## config.mk

```make
export PLATFORM = sky130hd
export DESIGN_NAME = greenhouse_telemetry_tx_flat
export DESIGN_NICKNAME = d
export VERILOG_FILES = /design/src/rtl/greenhouse_pkg.sv /design/src/rtl/greenhouse_telemetry_tx_if.sv /design/src/rtl/gh_period_timer.sv /design/src/rtl/greenhouse_telemetry_tx.sv /design/src/flat_wrapper.sv
export SDC_FILE = /design/constraint.sdc
export NUM_CORES = 1
export LEC_CHECK = 0
export ABC_CLOCK_PERIOD_IN_PS = 4930
export CORE_MARGIN = 10
export CORE_UTILIZATION = 35
export CTS_CLUSTER_SIZE = 30
export DETAILED_ROUTE_END_ITERATION = 6
export PLACE_DENSITY_LB_ADDON = 0.3
export REMOVE_ABC_BUFFERS = 1
export SYNTH_ARGS = -nofsm -noshare
export SYNTH_HDL_FRONTEND = slang
export SYNTH_HIERARCHICAL = 1
export SYNTH_SLANG_ARGS = --single-unit
```

## constraint.sdc

```tcl
create_clock -name clk -period 4.93 [get_ports clk]
set_clock_uncertainty 0.15 [all_clocks]
set_input_delay 1.479 -clock clk [delete_from_list [all_inputs] [get_ports clk]]
set_output_delay 1.479 -clock clk [all_outputs]
set_load 0.03 [all_outputs]
```

## src/rtl/greenhouse_pkg.sv

```systemverilog
// Shared constants and types for the greenhouse telemetry framer:
// frame geometry, byte positions, FSM encoding and status-byte layout.
package greenhouse_pkg;

  localparam int FRAME_LEN = 14;
  localparam int NUM_SENS  = 9;

  typedef logic [3:0] idx_t;

  localparam idx_t IDX_SYNC   = 4'd0;
  localparam idx_t IDX_SEQ    = 4'd1;
  localparam idx_t IDX_SENS0  = 4'd2;
  localparam idx_t IDX_STATUS = 4'd11;
  localparam idx_t IDX_GROWTH = 4'd12;
  localparam idx_t IDX_CSUM   = idx_t'(FRAME_LEN - 1);

  typedef enum logic [0:0] {
    S_IDLE = 1'b0,
    S_SEND = 1'b1
  } state_e;

  localparam int STAT_FAN   = 0;
  localparam int STAT_IRR   = 1;
  localparam int STAT_HC    = 2;
  localparam int STAT_ALERT = 3;

  // Two's-complement of the running byte sum makes bytes 1..13 sum to zero.
  function automatic logic [7:0] csum_of(input logic [7:0] sum);
    return 8'd0 - sum;
  endfunction

endpackage

```

## src/rtl/greenhouse_telemetry_tx_if.sv

```systemverilog
// Byte-wide valid/ready stream carrying telemetry frames to the link.
interface greenhouse_telemetry_tx_if;
  logic [7:0] tx_data;
  logic       tx_valid;
  logic       tx_ready;

  modport master (output tx_data, output tx_valid, input tx_ready);
  modport slave  (input tx_data, input tx_valid, output tx_ready);
endinterface

```

## src/rtl/gh_period_timer.sv

```systemverilog
// Free-running 0..PERIOD-1 counter; tick is high in the PERIOD-1 cycle.
// PERIOD of 0 parks the counter and never ticks.
module gh_period_timer #(
  parameter int PERIOD = 1000
) (
  input  logic clk,
  input  logic rst,
  output logic tick
);

  localparam int            CW   = (PERIOD > 1) ? $clog2(PERIOD) : 1;
  localparam logic [CW-1:0] LAST = (PERIOD > 1) ? CW'(PERIOD - 1) : '0;

  logic [CW-1:0] cnt;

  always_ff @(posedge clk) begin
    if (rst || PERIOD == 0 || cnt == LAST) cnt <= '0;
    else                                   cnt <= cnt + CW'(1);
  end

  assign tick = (PERIOD != 0) && (cnt == LAST);

endmodule

```

## src/rtl/greenhouse_telemetry_tx.sv

```systemverilog
// Telemetry framer: snapshots sensors/status on a request or periodic tick
// and streams a 14-byte checksummed frame over a valid/ready byte port.
module greenhouse_telemetry_tx
  import greenhouse_pkg::*;
#(
  parameter logic [7:0] SYNC_BYTE = 8'hA5,
  parameter int         PERIOD    = 1000
) (
  input  logic       clk,
  input  logic       rst,
  input  logic       sample_req,
  input  logic [7:0] temperature,
  input  logic [7:0] humidity,
  input  logic [7:0] soil_moisture,
  input  logic [7:0] co2_level,
  input  logic [7:0] light_intensity,
  input  logic [7:0] pressure,
  input  logic [7:0] ph_level,
  input  logic [7:0] pest_level,
  input  logic [7:0] leaf_color,
  input  logic       fan,
  input  logic       irrigation,
  input  logic       humidity_control,
  input  logic       alert,
  input  logic [7:0] growth_status,
  greenhouse_telemetry_tx_if.master tx,
  output logic       busy,
  output logic       frame_done,
  output logic [7:0] frame_seq,
  output logic [7:0] overrun_cnt
);

  localparam logic [0:0] ST_IDLE = 1'(S_IDLE);
  localparam logic [0:0] ST_SEND = 1'(S_SEND);

  logic [0:0] state;
  idx_t       idx, nxt_idx;
  logic       tick, trigger, hs, last_hs;

  logic [NUM_SENS-1:0][7:0] live_sens, snap_sens;
  logic [3:0]               live_stat, snap_stat;
  logic [7:0]               snap_growth;
  logic [7:0]               csum_acc, csum, nxt_byte;
  logic [7:0]               tx_data_q;
  logic                     tx_valid_q;

  gh_period_timer #(.PERIOD(PERIOD)) u_timer (
    .clk  (clk),
    .rst  (rst),
    .tick (tick)
  );

  // Element 0 is temperature, matching frame byte IDX_SENS0.
  assign live_sens = {leaf_color, pest_level, ph_level, pressure, light_intensity,
                      co2_level, soil_moisture, humidity, temperature};

  always_comb begin
    live_stat             = '0;
    live_stat[STAT_FAN]   = fan;
    live_stat[STAT_IRR]   = irrigation;
    live_stat[STAT_HC]    = humidity_control;
    live_stat[STAT_ALERT] = alert;
  end

  assign trigger = sample_req | tick;
  assign hs      = tx_valid_q & tx.tx_ready;
  assign last_hs = hs && (idx == IDX_CSUM);

  // Checksum covers seq and the snapshot only, so live inputs cannot leak in.
  always_comb begin
    csum_acc = frame_seq + {4'b0, snap_stat} + snap_growth;
    for (int i = 0; i < NUM_SENS; i++) csum_acc = csum_acc + snap_sens[i];
    csum = csum_of(csum_acc);
  end

  // Byte for the slot after the one currently presented.
  always_comb begin
    nxt_idx  = idx + 4'd1;
    nxt_byte = 8'h00;
    case (nxt_idx)
      IDX_SYNC:   nxt_byte = SYNC_BYTE;
      IDX_SEQ:    nxt_byte = frame_seq;
      IDX_STATUS: nxt_byte = {4'b0, snap_stat};
      IDX_GROWTH: nxt_byte = snap_growth;
      IDX_CSUM:   nxt_byte = csum;
      default:
        if (nxt_idx >= IDX_SENS0 && nxt_idx < IDX_STATUS)
          nxt_byte = snap_sens[nxt_idx - IDX_SENS0];
    endcase
  end

  always_ff @(posedge clk) begin
    if (rst) begin
      state       <= ST_IDLE;
      idx         <= IDX_SYNC;
      tx_valid_q  <= 1'b0;
      tx_data_q   <= '0;
      frame_done  <= 1'b0;
      frame_seq   <= '0;
      overrun_cnt <= '0;
      snap_sens   <= '0;
      snap_stat   <= '0;
      snap_growth <= '0;
    end else begin
      frame_done <= 1'b0;
      if (state == ST_IDLE) begin
        if (trigger) begin
          snap_sens   <= live_sens;
          snap_stat   <= live_stat;
          snap_growth <= growth_status;
          state       <= ST_SEND;
          idx         <= IDX_SYNC;
          tx_valid_q  <= 1'b1;
          tx_data_q   <= SYNC_BYTE;
        end
      end else begin
        // Any trigger seen while a frame is in flight, including its last
        // handshake cycle, is lost and only counted.
        if (trigger && overrun_cnt != 8'hFF) overrun_cnt <= overrun_cnt + 8'd1;
        if (last_hs) begin
          state      <= ST_IDLE;
          tx_valid_q <= 1'b0;
          frame_done <= 1'b1;
          frame_seq  <= frame_seq + 8'd1;
        end else if (hs) begin
          idx       <= nxt_idx;
          tx_data_q <= nxt_byte;
        end
      end
    end
  end

  assign busy        = (state == ST_SEND);
  assign tx.tx_valid = tx_valid_q;
  assign tx.tx_data  = tx_data_q;

endmodule

```

## src/flat_wrapper.sv

```systemverilog
// flat-port wrapper written by rule: the top's interface ports become plain ports
module greenhouse_telemetry_tx_flat import greenhouse_pkg::*;
#(
  parameter logic [7:0] SYNC_BYTE = 8'hA5,
  parameter int         PERIOD    = 1000
)
  (clk, rst, sample_req, temperature, humidity, soil_moisture, co2_level, light_intensity, pressure, ph_level, pest_level, leaf_color, fan, irrigation, humidity_control, alert, growth_status, busy, frame_done, frame_seq, overrun_cnt, tx_tx_data, tx_tx_valid, tx_tx_ready);
  greenhouse_telemetry_tx_if tx_i ();
  input  logic clk;
  input  logic rst;
  input  logic sample_req;
  input  logic [7:0] temperature;
  input  logic [7:0] humidity;
  input  logic [7:0] soil_moisture;
  input  logic [7:0] co2_level;
  input  logic [7:0] light_intensity;
  input  logic [7:0] pressure;
  input  logic [7:0] ph_level;
  input  logic [7:0] pest_level;
  input  logic [7:0] leaf_color;
  input  logic fan;
  input  logic irrigation;
  input  logic humidity_control;
  input  logic alert;
  input  logic [7:0] growth_status;
  output logic busy;
  output logic frame_done;
  output logic [7:0] frame_seq;
  output logic [7:0] overrun_cnt;
  output wire logic [$bits(tx_i.tx_data)-1:0] tx_tx_data;
  output wire logic [$bits(tx_i.tx_valid)-1:0] tx_tx_valid;
  input wire logic [$bits(tx_i.tx_ready)-1:0] tx_tx_ready;
  assign tx_tx_data = tx_i.tx_data;
  assign tx_tx_valid = tx_i.tx_valid;
  assign tx_i.tx_ready = tx_tx_ready;
  greenhouse_telemetry_tx #(.SYNC_BYTE(SYNC_BYTE), .PERIOD(PERIOD)) u_core (.clk(clk), .rst(rst), .sample_req(sample_req), .temperature(temperature), .humidity(humidity), .soil_moisture(soil_moisture), .co2_level(co2_level), .light_intensity(light_intensity), .pressure(pressure), .ph_level(ph_level), .pest_level(pest_level), .leaf_color(leaf_color), .fan(fan), .irrigation(irrigation), .humidity_control(humidity_control), .alert(alert), .growth_status(growth_status), .tx(tx_i), .busy(busy), .frame_done(frame_done), .frame_seq(frame_seq), .overrun_cnt(overrun_cnt));
endmodule
```

==> results.md, run 1 <==
* Power density over cell area at 362 nW/um^2
* Most frequent cells in the layout: nand2_1, inv_1, dfxtp_1
* Initial antenna violation count at 0
* Worst hold stages at 2
* Clock Path Buffers at 2
* Core box area at 22,500 sq um
* Setup violators final at 0
* Main flop type after synthesis: dfxtp_1
* Gpl congestion at 0.830
* Register area share after synthesis at 31.4%
* Leak Pwr at 3.79 nW
* Worst Setup SP: u_core/snap_sens[37]
* Async set-reset flop share out of synthesis at 0%
* RR Startpoint: u_core/snap_sens[37]
* Cell area after synthesis at 7980 sq um
* Cells after Synth at 943
* Clock network power share at 32.6%
* Syn_area_per_cell at 8.46 sq um
* Floorplan row count at 55
* Overall Power at 3.62 mW
* Die Wd at 171 microns
* Setup ws final at 0.104 ns
* Drt wl/cell at 15.7 microns
* R2R cell count at 17
* Peak supply drop at 267 uV
* HP Class: flop to flop
* Boundary pin count at 115
* Crit path kind: flop to flop
* Residual DRC at 0
* Worst Path Arrival at 5.02 ns
* Die Span Y at 171 microns
* 1st-iter DRT viols at 354
* Clk sinks at 125
* Layout cell share with drive strength beyond 1 at 8.77%
* Part of the cycle the worst path needs at 97.9%
* First-pass GRT wire length at 34.6 mm
* First-pass detailed-route iteration total at 4
* Final wirelength at 21.2 mm
* Count of final hold-check violations at 0
* Crit-path max FO at 3
* Largest net degree at the start of global routing at 58
* Worst-path clk slew at 0.06 ns
* Area grow syn2layout at 25.3%
* Commonest non-fill, non-tap cell in the layout: nand2_1
* RSZ-0062 raised after global routing: true
* EDFF count, synth at 0
* Fin nets at 1,224
* Root Buffer: clkbuf_16
* Worst Max-Slew Pin Slew at 0.699 ns
* Total track usage at 15.1%
* Part of the power in registers at 30.4%
* NetSw at 1.22 mW
* Min Clock Period, post-route at 4.83 ns
* Gate power share at 37.0%
* Vias post-DR at 6,524
* DP Area at 9380 sq um
* Post-route ant nets at 0
* DP Worst Slack at 0.0322 ns
* Cell variety after synth at 67
* #FFs+latches synth at 125
* Outcome: complete, no violations
* Switching share of power at 33.7%
* Hold Path Origin: u_core/snap_sens[70]
* Num CTS Buffers at 17
* Final HPWL DP at 15.8 mm
* Crit path required time at 5.12 ns
* Normalized max-slew margin at 53.4%
* Via density at 4.85
* Hold buffer count at CTS at 0
* PortBufs at 114
* FILL cells at 2,265
* Startpoint types: flop
* Pint at 2.40 mW
* CTS tree: done
* Initial Utilization at 35.4%
* Post-route cell area at 9990 sq um
* Fin. max-slew vios at 0
* Max cap viols at 0
* GRT Residual Overflow at 0
* Yosys warning count at 6
* Fmax at 0.207 GHz
* Clk Latency, worst-skew pair at 0.42 ns
* Htree depth at 4
* N_diodes at 0
* Worst Setup End Kind: flop
* Vias in the first global route at 6,614
* Die footprint at 29,200 sq um
flip-flops by register name, indices dropped and copies added (netlist names):
name,count
u_core/busy,1
u_core/snap_stat,4
u_core/snap_growth,8
u_core/snap_sens,72
u_core/u_timer/cnt,10
u_core/tx.tx_valid,1
u_core/frame_seq,8
u_core/idx,4
u_core/overrun_cnt,8
u_core/frame_done,1
u_core/tx.tx_data,8
critical path, stage by stage (launching register included):
cell	delay, ns
dfxtp_1	0.34
inv_1	0.06
fa_1	0.50
fa_1	0.51
inv_1	0.06
fa_1	0.53
inv_1	0.05
fa_1	0.53
inv_1	0.05
fa_1	0.52
inv_1	0.07
ha_4	0.28
o211ai_1	0.13
buf_4	0.16
a21o_1	0.15
or3_1	0.30
a211o_1	0.29
o211ai_1	0.07
kinds of logic after synthesis:
kind of cell | count (synthesis) | share of synthesized area, %
and+or+nand+nor | 306 | 17.1
xor gates and xnor gates | 45 | 5.13
buffers and inverters | 185 | 9.21
DFF | 125 | 31.4
adders and majority gates | 88 | 19.4
AOI/OAI and AO/OA | 175 | 12.8
muxes | 19 | 4.93
Yosys cell counts (5+ instances only):
library cell  count  area share (%)
nor2_1           34             1.6
a21oi_1         114             7.2
dfxtp_1         125              31
inv_1           140             6.6
xor2_1           11             1.2
xnor2_1          32             3.5
clkbuf_1         33             1.6
a21o_1            7            0.66
nand2_1         192             9.0
or4_1             5            0.47
mux4_2           16             4.5
nand4_1           9            0.71
nand3_1          18             1.1
nor3_1            7            0.44
o211ai_1          5            0.47
and3_1           12            0.94
fa_1             59              15
o21ai_0          16             1.0
buf_2             5            0.31
or3_1             6            0.47
ha_1             29             4.5
per-stage QoR:
step	TNS, ns	utilization, %	hold slack (ns)	cells
final	0	44.4	0.302	1346
after global routing	-0.204	44.4	0.321	1346
after CTS	0	44.1	0.305	1344
after detailed placement	0	41.7	0.297	1312
after global placement	0	41.7	0.286	1312
after floorplan	0	-	0.276	898
per-layer routing:
metal / global-route usage [%] / vias to the layer above / share of wire [%]
met5: 0 / - / 0
met4: 5.94 / 0 / 2.1
met3: 4.31 / 27 / 6.4
met2: 24.2 / 148 / 47
met1: 18.9 / 3066 / 45
li1: - / 3283 / -
power groups by stage:
stage | clock (mW) | sequential, mW | combinational [mW]
2_1_floorplan | 0 | 1.12 | 0.885
3_3_place_gp | 0 | 1.12 | 1.18
3_5_place_dp | 0 | 1.12 | 1.20
4_1_cts | 1.21 | 1.10 | 1.21
5_1_grt | 1.25 | 1.11 | 1.55
6_report | 1.18 | 1.10 | 1.34
area by class of cell:
cell class,instances,area (sq um),share of cell area (%)
Clock buffer,18,429,4.30
Clock inverter,14,120,1.20
Inverter,140,526,5.26
Multi-Input combinational cell,633,4780,47.9
Sequential cell,125,2510,25.1
Tap cell,285,357,3.57
Timing Repair Buffer,131,1270,12.7
final timing paths:
path / slack [ns] / end
worst max-delay path: 0.10 / u_core/tx.tx_data[7]
worst min register to register: 0.30 / u_core/snap_sens[70]
worst min-delay path: 0.30 / u_core/snap_sens[70]
worst max register to register: 0.10 / u_core/tx.tx_data[7]
what timing repair did:
action,in CTS,in global routing
buffers inserted,0,2
pin swaps,1,13
setup endpoints to repair,1,2
resized for setup,0,14
No activity file was read; power rests on OpenSTA's default activity.
==> inputs of run 2 (changes only) <==
--- a/config.mk
+++ b/config.mk
@@ -7,7 +7,7 @@
 export LEC_CHECK = 0
 export ABC_CLOCK_PERIOD_IN_PS = 4930
 export CORE_MARGIN = 10
-export CORE_UTILIZATION = 35
+export CORE_UTILIZATION = 49
 export CTS_CLUSTER_SIZE = 30
 export DETAILED_ROUTE_END_ITERATION = 6
 export PLACE_DENSITY_LB_ADDON = 0.3
==> results.md, run 2 (synthesis gave the netlist of run 1 again) <==
* Outcome: complete, no violations
* Floorplan row count at 46
* First-pass detailed-route iteration total at 5
* Part of the power in registers at 28.8%
* Worst Setup End Kind: flop
* R2R cell count at 16
* Root Buffer: clkbuf_16
* Worst Max-Slew Pin Slew at 0.807 ns
* Worst R2R Setup Slack at 0.09 ns
* Part of the cycle the worst path needs at 98.2%
* Boundary pin count at 115
* Via density at 5.24
* Setup ws final at 0.0904 ns
* Core box area at 15,900 sq um
* Post-layout util at 62.7%
* Final HPWL DP at 15.2 mm
* Die Wd at 148 microns
* Initial antenna violation count at 0
* Crit path kind: flop to flop
* Total track usage at 19.4%
* Hold buffer count at CTS at 0
* Crit-path max FO at 3
* Leak Pwr at 3.83 nW
* Fmax at 0.207 GHz
* Power density over cell area at 382 nW/um^2
* Drt wl/cell at 16.1 microns
* Fin nets at 1,227
* Area grow syn2layout at 25.3%
* Final wirelength at 20.6 mm
* Initial Utilization at 50.0%
* 1st-iter DRT viols at 452
* Residual DRC at 0
* Largest registers: u_core/snap_sens: 72 flops, u_core/u_timer/cnt: 10 flops
* Vias in the first global route at 6,878
* Clk sinks at 125
* Hold Path Origin: u_core/snap_sens[19]
* Overall Power at 3.82 mW
* Worst Setup SP: u_core/snap_sens[67]
* Clk Latency, worst-skew pair at 0.43 ns
* Top reg by flops: u_core/snap_sens
* Max cap viols at 0
* Worst-path clk slew at 0.06 ns
* Worst Path Arrival at 5.04 ns
* Largest net degree at the start of global routing at 50
* Fin Hold WS at 0.306 ns
* Die Span Y at 148 microns
* Num CTS Buffers at 17
* Count of final hold-check violations at 0
* RSZ-0062 raised after global routing: true
* Crit path required time at 5.13 ns
* GRT Residual Overflow at 0
* Normalized max-slew margin at 46.1%
* Post-route ant nets at 0
* DP Worst Slack at -0.0224 ns
* Most frequent cells in the layout: nand2_1, inv_1, a21oi_1
* Min Clock Period, post-route at 4.84 ns
* Max reg flops at 72
* Pint at 2.55 mW
* R2r endpoint: u_core/tx.tx_data[7]
* Peak supply drop at 302 uV
* First-pass GRT wire length at 34.2 mm
* Gpl congestion at 0.923
* N_diodes at 0
* Post-route cell area at 9990 sq um
* RR Startpoint: u_core/snap_sens[67]
* Fin. max-slew vios at 0
* PortBufs at 114
* Worst Hold End: u_core/snap_sens[19]
* Htree depth at 4
* DP Area at 9290 sq um
* Switching share of power at 33.3%
* Clock network power share at 33.3%
* Clock Path Buffers at 2
* CTS tree: done
* Layout cell share with drive strength beyond 1 at 9.77%
* Startpoint types: flop
* Gate power share at 37.9%
* Worst hold stages at 2
* Vias post-DR at 6,710
* Setup violators final at 0
* Die footprint at 21,800 sq um
* Commonest non-fill, non-tap cell in the layout: nand2_1
* HP Class: flop to flop
* NetSw at 1.27 mW
## run 2: changes by cell type in the layout (fill, tap and decap cells not counted), sizes merged
cell,before,now
clkinvlp,4,1
buf,18,21
inv,142,148
bufinv,1,2
clkinv,7,4
clkbuf,18,17
## run 2: layout make-up
class	instances	area [sq um]
fill	1412	5950
multi-input combinational	633	4790
sequential	125	2520
timing repair buffer	134	1290
inverter	140	526
clock buffer	17	425
tap	216	270
clock inverter	15	175
## run 2: routing by layer
layer  part of all wire, %  vias up  track usage [%]
met5                     0        -                0
met1                    43     3191             23.8
met4                   2.1        0             6.19
met3                   5.5       29             5.07
li1                      -     3298                -
met2                    50      192             32.6
## run 2: worst max-delay path by stage
| stage | slack (ns) | depth (start not counted) | to |
|---|---|---|---|
| 2_1_floorplan | 0.22 | 15 | u_core/tx.tx_data[7] |
| 3_3_place_gp | 0.10 | 15 | u_core/tx.tx_data[7] |
| 3_5_place_dp | -0.02 | 15 | u_core/tx.tx_data[7] |
| 4_1_cts | 0.03 | 15 | u_core/tx.tx_data[7] |
| 5_1_grt | -0.07 | 16 | u_core/tx.tx_data[7] |
| 6_report | 0.09 | 16 | u_core/tx.tx_data[7] |
## run 2: timing repair
item                       CTS  global route
gates resized for setup      0            21
buffers inserted             0             6
pin swaps                    1            20
setup endpoints to repair    1             1
gates cloned                 0             0
## run 2: critical path, cell delays in order, from the launching register on
cell and delay (ns):
dfxtp_2 0.34, inv_2 0.04, fa_1 0.56, inv_2 0.05
fa_1 0.50, inv_1 0.05, fa_1 0.47, fa_1 0.59
fa_2 0.47, ha_4 0.29, a211o_1 0.11, o211ai_1 0.11
buf_4 0.17, a21o_1 0.19, or3_1 0.30, a211o_1 0.29
o211ai_1 0.08
## run 2: stage by stage
step,std cells,setup TNS (ns)
detailed placement,1242,-0.0224
global route,1280,-0.0739
floorplan,898,0
finish,1280,0
global placement,1242,0
CTS,1274,0
## run 2: power groups by stage
| stage | Combinational [mW] | Sequential (mW) | Clock (mW) |
|---|---|---|---|
| global route | 1.64 | 1.11 | 1.34 |
| detailed placement | 1.23 | 1.12 | 0 |
| global placement | 1.18 | 1.12 | 0 |
| floorplan | 0.885 | 1.12 | 0 |
| finish | 1.45 | 1.10 | 1.27 |
| CTS | 1.24 | 1.10 | 1.30 |
